## src/rtl/fifo_ctrl.sv

```systemverilog
// rtl/fifo_ctrl.sv - FIFO pointer/occupancy controller driving an external 1-cycle-read memory
// Optional feature: FIFO_CTRL_ERR_STICKY_EN (sticky overflow/underflow with err_clr_i)
module fifo_ctrl #(
  parameter int ADDR_LEN     = 8,
  parameter int AFULL_THRESH = (1 << ADDR_LEN) - 4
) (
  input  logic                clk,
  input  logic                rst_n,
  input  logic                wr_req_i,
  input  logic                rd_req_i,
`ifdef FIFO_CTRL_ERR_STICKY_EN
  input  logic                err_clr_i,
`endif
  output logic                mem_wen_o,
  output logic [ADDR_LEN-1:0] mem_waddr_o,
  output logic                mem_ren_o,
  output logic [ADDR_LEN-1:0] mem_raddr_o,
  output logic                rvalid_o,
  output logic [ADDR_LEN:0]   count_o,
  output logic                full_o,
  output logic                empty_o,
  output logic                afull_o,
  output logic                overflow_o,
  output logic                underflow_o
);

  localparam logic [ADDR_LEN:0] DEPTH   = {1'b1, {ADDR_LEN{1'b0}}};
  localparam logic [ADDR_LEN:0] AFULL_C = (ADDR_LEN + 1)'(AFULL_THRESH);

  logic [ADDR_LEN:0] wr_ptr;
  logic [ADDR_LEN:0] rd_ptr;
  logic              ovf_evt;
  logic              unf_evt;

  assign empty_o = (count_o == '0);
  assign full_o  = (count_o == DEPTH);
  assign afull_o = (count_o >= AFULL_C);

  // Gated by rst_n so requests raised during reset never reach the memory.
  assign mem_wen_o   = rst_n & wr_req_i & ~full_o;
  assign mem_ren_o   = rst_n & rd_req_i & ~empty_o;
  assign mem_waddr_o = wr_ptr[ADDR_LEN-1:0];
  assign mem_raddr_o = rd_ptr[ADDR_LEN-1:0];

  assign ovf_evt = wr_req_i & full_o;
  assign unf_evt = rd_req_i & empty_o;

  always_ff @(posedge clk) begin
    if (!rst_n) begin
      wr_ptr      <= '0;
      rd_ptr      <= '0;
      count_o     <= '0;
      rvalid_o    <= 1'b0;
      overflow_o  <= 1'b0;
      underflow_o <= 1'b0;
    end else begin
      if (mem_wen_o) wr_ptr <= wr_ptr + 1'b1;
      if (mem_ren_o) rd_ptr <= rd_ptr + 1'b1;
      case ({mem_wen_o, mem_ren_o})
        2'b10:   count_o <= count_o + 1'b1;
        2'b01:   count_o <= count_o - 1'b1;
        default: count_o <= count_o;
      endcase
      rvalid_o <= mem_ren_o;
`ifdef FIFO_CTRL_ERR_STICKY_EN
      // A new error on the same edge as a clear keeps the flag set.
      overflow_o  <= ovf_evt | (overflow_o  & ~err_clr_i);
      underflow_o <= unf_evt | (underflow_o & ~err_clr_i);
`else
      overflow_o  <= ovf_evt;
      underflow_o <= unf_evt;
`endif
    end
  end

endmodule

```

## config.mk

```make
export PLATFORM = sky130hd
export DESIGN_NAME = fifo_ctrl
export DESIGN_NICKNAME = d
export VERILOG_FILES = /design/src/rtl/fifo_ctrl.sv
export SDC_FILE = /design/constraint.sdc
export NUM_CORES = 1
export LEC_CHECK = 0
export CAP_MARGIN = 20
export CORE_MARGIN = 4
export CORE_UTILIZATION = 44
export DETAILED_ROUTE_END_ITERATION = 10
export HOLD_SLACK_MARGIN = 0.15
export PLACE_DENSITY = 0.86
export SETUP_SLACK_MARGIN = 0.5
export SYNTH_ARGS = -nofsm -noshare
export SYNTH_HDL_FRONTEND = slang
export SYNTH_SLANG_ARGS = --single-unit
```

## constraint.sdc

```tcl
create_clock -name clk -period 3.1 [get_ports clk]
set_input_delay 0.93 -clock clk [delete_from_list [all_inputs] [get_ports clk]]
set_output_delay 0.93 -clock clk [all_outputs]
set_load 0.03 [all_outputs]
```

# [Word level (Yosys, flattened, before mapping)]
# Cells that the tools add are included.
[totals] reg_bits=30 in_bits=4 output_inout_bits=33 elab_cells=25
[op_classes] addsub=4 n_lt_le_gt_ge=1 eq_ne=3 muxes=1 n_bitwise=8 reduce_logical=2
[ops] operator="9-bit by 1-bit adder with 9-bit output, second input constant" n=3
[ops] operator="9-bit one-hot mux with 2 select lines" n=1
[ops] operator="9-bit == test, second input constant" n=1
[ops] operator="9-bit by 8-bit >= comparator with 1-bit output, second input constant" n=1
[ops] operator="9-bit logical NOT" n=1
[ops] operator="9-bit by 1-bit subtractor with 9-bit output, second input constant" n=1
[ops] operator="1-bit AND" n=6
[ops] operator="2-bit by 1-bit == test with 1-bit output, second input constant" n=1
[ops] operator="2-bit == test, second input constant" n=1
[ops] operator="1-bit NOT" n=2
[ops] operator="2-bit nonzero test" n=1

# [Logic depth before layout (Yosys ltp)]
[depth] ltp_word=5 mapped_depth=12 depth_no_buf=10

# [Least setup slack after synthesis]
# No wires, ideal clock.
[synth_timing] path_kind="input to register" start="input port rst_n" end="register count_o[8]" setup_ns=0.119 arrival_ns=3.213 required_ns=2.981 path_slack_ns=-0.232 cell_stages=12 n_path_buf=2 path_cell_list="clkbuf_8 nand2_1 a31oi_1 buf_6 inv_1 ha_1 ha_1 a21o_1 a31o_2 o21ai_0 or3b_1 mux2i_1"
[synth_via] elab_chain_len=4 word_cells_on_any_way=8 classes_between="eq/ne: 2; mux: 1; bitwise: 4; reduce/logical: 1"
[synth_lines] element="start, declared" line_no="8" source="input logic rst_n,"
[synth_lines] element="1-bit AND * (2 in series)" line_no="40" source="assign mem_wen_o = rst_n & wr_req_i & ~full_o;"
[synth_lines] element="via mem_wen_o" line_no="14" source="output logic mem_wen_o,"
[synth_lines] element="2-bit by 1-bit == test with 1-bit output or 2-bit == test (tied branches)" line_no="59" source="case ({mem_wen_o, mem_ren_o})"
[synth_lines] element="9-bit one-hot mux with 2 select lines or 2-bit nonzero test (tied branches)"
[synth_lines] element="end signal, assigned" line_no="60" source="2'b10: count_o <= count_o + 1'b1;"
[synth_lines] element="end signal, assigned" line_no="61" source="2'b01: count_o <= count_o - 1'b1;"
[synth_lines] element="end signal, assigned" line_no="62" source="default: count_o <= count_o;"
[synth_lines] element="end, declared" line_no="19" source="output logic [ADDR_LEN:0] count_o,"
# Mark *: on every way through the listed nets, which the timed path passes. The rest lies on a longest branch.
# A chain may end at the register's enable or synchronous reset.

# [Worst setup path in the final report]
[layout_timing] start="register count_o[1]" end="register count_o[8]"
[layout_via] elab_chain_len=5 word_cells_on_any_way=12 classes_between="add/sub: 2; eq/ne: 3; mux: 1; bitwise: 4; reduce/logical: 2"
[layout_lines] element="branches (longest 5 deep; another with 9-bit by 1-bit subtractor with 9-bit output)"
# Several ways; the timed one is not identified.

==> results.yml <==
timing:
  setup_viol: 0
  fmax_ghz: 0.3653
  fin_hold_ws_ns: 0.5211
  slew_headroom: 0.7794
  skew_ns: 0.006001
  finalCriticalPeriod_ns: 2.737
  layout_setup_ws_ns: 0.3629
  grt_setup_unrepaired: "yes"
  hold_violations: 0
  tns_ns: 0
  drv_slew: 0
  timing.final.crit_share: 0.8829
  worst_slew_pin_slew_ns: 0.3298
global_routing:
  grt_max_degree: 29
  antenna_found_initial: 0
  grt_pass1_vias: 1449
  grt_use_total: 0.1991
  overflow: 0
  grt_pass1_wl_um: 6693
pwr:
  p_sw_frac: 0.3623
  p_comb_frac: 0.497
  p_switching_uw: 485.2
  clkPwrFrac: 0.182
  peakVddDrop_mv: 0.3281
  p_leak_uw: 0.0009967
  pwr-share-seq: 0.321
  p_int_uw: 854.1
  p_per_area_nw_per_um2: 566.1
detailed_routing:
  avgViaCountPerCell: 5.336
  totalWireLength_um: 4128
  route.met3.wl_um: 168
  drt-initial-drc-count: 112
  avgRoutedWirePerCell_um: 14.90
  met2_length_um: 2044
  met1_length_um: 1782
  vias: 1478
  dr.pass1.iters: 4
  top_layer: "met4"
  drcViolationCount: 0
  final_antenna_net_count: 0
final_layout:
  nets: 247
  syn_to_final_growth_pct: 53.86
  fin_area_um2: 2366
  fin_util: 0.7035
  antenna_cells: 0
  drive_above_1_share: 0.2900
synthesis:
  ys.flop_type: "dfxtp_1"
  synthCells: 166
  yosysUniqueCellTypes: 36
  yosys_register_bits: 28
  synth_fp_nets: 181
  syn_avg_cell_area_um2: 9.263
  yosysWarnings: 0
  synth_edf_count: 0
  syn-cell-area_um2: 1538
  async_flop_share: 0
  ys_seq_area_frac: 0.3645
place:
  pre_cts_ws_ns: -0.3288
  post_dp_cell_area_um2: 2135
  port_buffers: 36
  place_hpwl_um: 2612
  gp_congestion: 0.8290
outcome:
  status: "finished, final reports clean"
die:
  start_util: 0.4572
  io_pins: 37
  core_um2: 3363
  dieArea_um2: 4504
  dieWidth_um: 67.12
  placementRows: 21
  die_h_um: 67.12
cts:
  cts.clk_slew.worst_paths_ns: 0.15
  clkLatencyLatePin_ns: 0.34
  cts_buffers: 3
  htreeDepth: 1
  clkSinkCount: 28
  cts_tree: "done"
  cts.path.max_buffers: 2
  cts-root-buf: "clkbuf_4"
worst_setup_path:
  path_class: "flop to flop"
  crit_arrival_ns: 2.99
  cp_max_fo: 7
  cp-start-kind: "flop"
  required_ns: 3.35
  cp-end-kind: "flop"
hold_path:
  worstHoldPathType: "flop to flop"
run:
  cap_viol_max_count: 0
==> state kept, by name, indices dropped and copies added (netlist names) <==
register     count
rd_ptr           8
wr_ptr           8
overflow_o       1
count_o          9
underflow_o      1
rvalid_o         1
==> synthesized netlist by cell type (3+ instances only) <==
cell type	number	area (µm²)
a21oi_1	5	25.02
a31oi_1	3	18.77
and2_1	17	106.4
and3_1	4	25.02
clkbuf_1	3	11.26
dfxtp_1	28	560.5
ha_1	10	125.1
nand2_1	19	71.32
nand3_1	9	45.04
nand4_1	7	43.79
nor2b_1	3	18.77
nor3_1	3	15.01
o21ai_0	9	45.04
xnor2_1	12	105.1
xor2_1	6	52.55
==> layout make-up <==
class,instances,area [µm²]
Multi-Input combinational cell,131,1064
Fill cell,262,997.2
Timing Repair Buffer,66,615.6
Sequential cell,28,566.8
Tap cell,46,57.56
Clock inverter,1,30.03
Clock buffer,3,22.52
Inverter,2,10.01
==> power groups by stage <==
| stage | sequential, µW | combinational, µW | clock (µW) |
|---|---|---|---|
| 6_report | 430 | 666 | 243 |
| 5_1_grt | 435 | 714 | 265 |
| 4_1_cts | 430 | 618 | 249 |
| 3_5_place_dp | 438 | 528 | 0 |
| 3_3_place_gp | 436 | 516 | 0 |
| 2_1_floorplan | 493 | 264 | 0 |
==> final timing paths <==
check / from / depth (start not counted) / endpoint / slack [ns]
worst min register to register: rd_ptr[1] / 2 / rd_ptr[1] / 0.52
worst max register to register: count_o[1] / 12 / count_o[8] / 0.36
worst max-delay path: count_o[1] / 12 / count_o[8] / 0.36
worst min-delay path: rd_ptr[1] / 2 / rd_ptr[1] / 0.52
==> cell usage in the layout (no fill, tap or decap), types with 3 or more instances in the layout <==
cell	n
xnor2_1	12
and2_1	17
nor2b_1	3
clkdlybuf4s50_1	27
ha_4	5
nand4_1	7
buf_6	8
xor2_1	6
buf_4	25
nand3_1	8
o21ai_0	7
nand2_1	16
nor3_1	3
dfxtp_1	25
ha_1	5
and3_1	4
clkbuf_4	3
==> what timing repair did <==
item                                    4_1_cts  5_1_grt
setup buffers                                 8        3
endpoints found under the setup margin       12       12
resized for setup                            32       15
hold buffers                                  0        0
pin swaps                                    11       14
==> worst max-delay path, cell delays in order (launching register included) <==
cell and delay (ns):
dfxtp_4 0.39, nor4_4 0.36, buf_4 0.21, buf_12 0.10, a31oi_4 0.10, ha_4 0.23
buf_6 0.14, fa_2 0.35, nand3_2 0.09, a21oi_2 0.06, o21ai_1 0.10, or3b_4 0.39
mux2i_1 0.12
==> per-layer routing <==
layer | up-vias | track usage
li1 | 718 | -
met1 | 705 | 0.2328
met2 | 41 | 0.3571
met3 | 14 | 0.03879
met4 | 0 | 0.07089
met5 | - | 0
==> cell families after synthesis <==
group / count (synthesis) / synth area share
and+or+nand+nor: 74 / 0.2840
xor gates and xnor gates: 18 / 0.1025
DFF: 28 / 0.3645
buffers and inverters: 7 / 0.02848
muxes: 2 / 0.01302
adders and majority gates: 11 / 0.09439
AOI/OAI and AO/OA: 26 / 0.1131
==> metrics by stage <==
stage	total power [µW]	instances
2_1_floorplan	757.5	166
3_3_place_gp	952.0	262
3_5_place_dp	966.3	262
4_1_cts	1297	274
5_1_grt	1414	277
6_report	1339	277
Note: power is estimated with default switching activity, not from simulation.
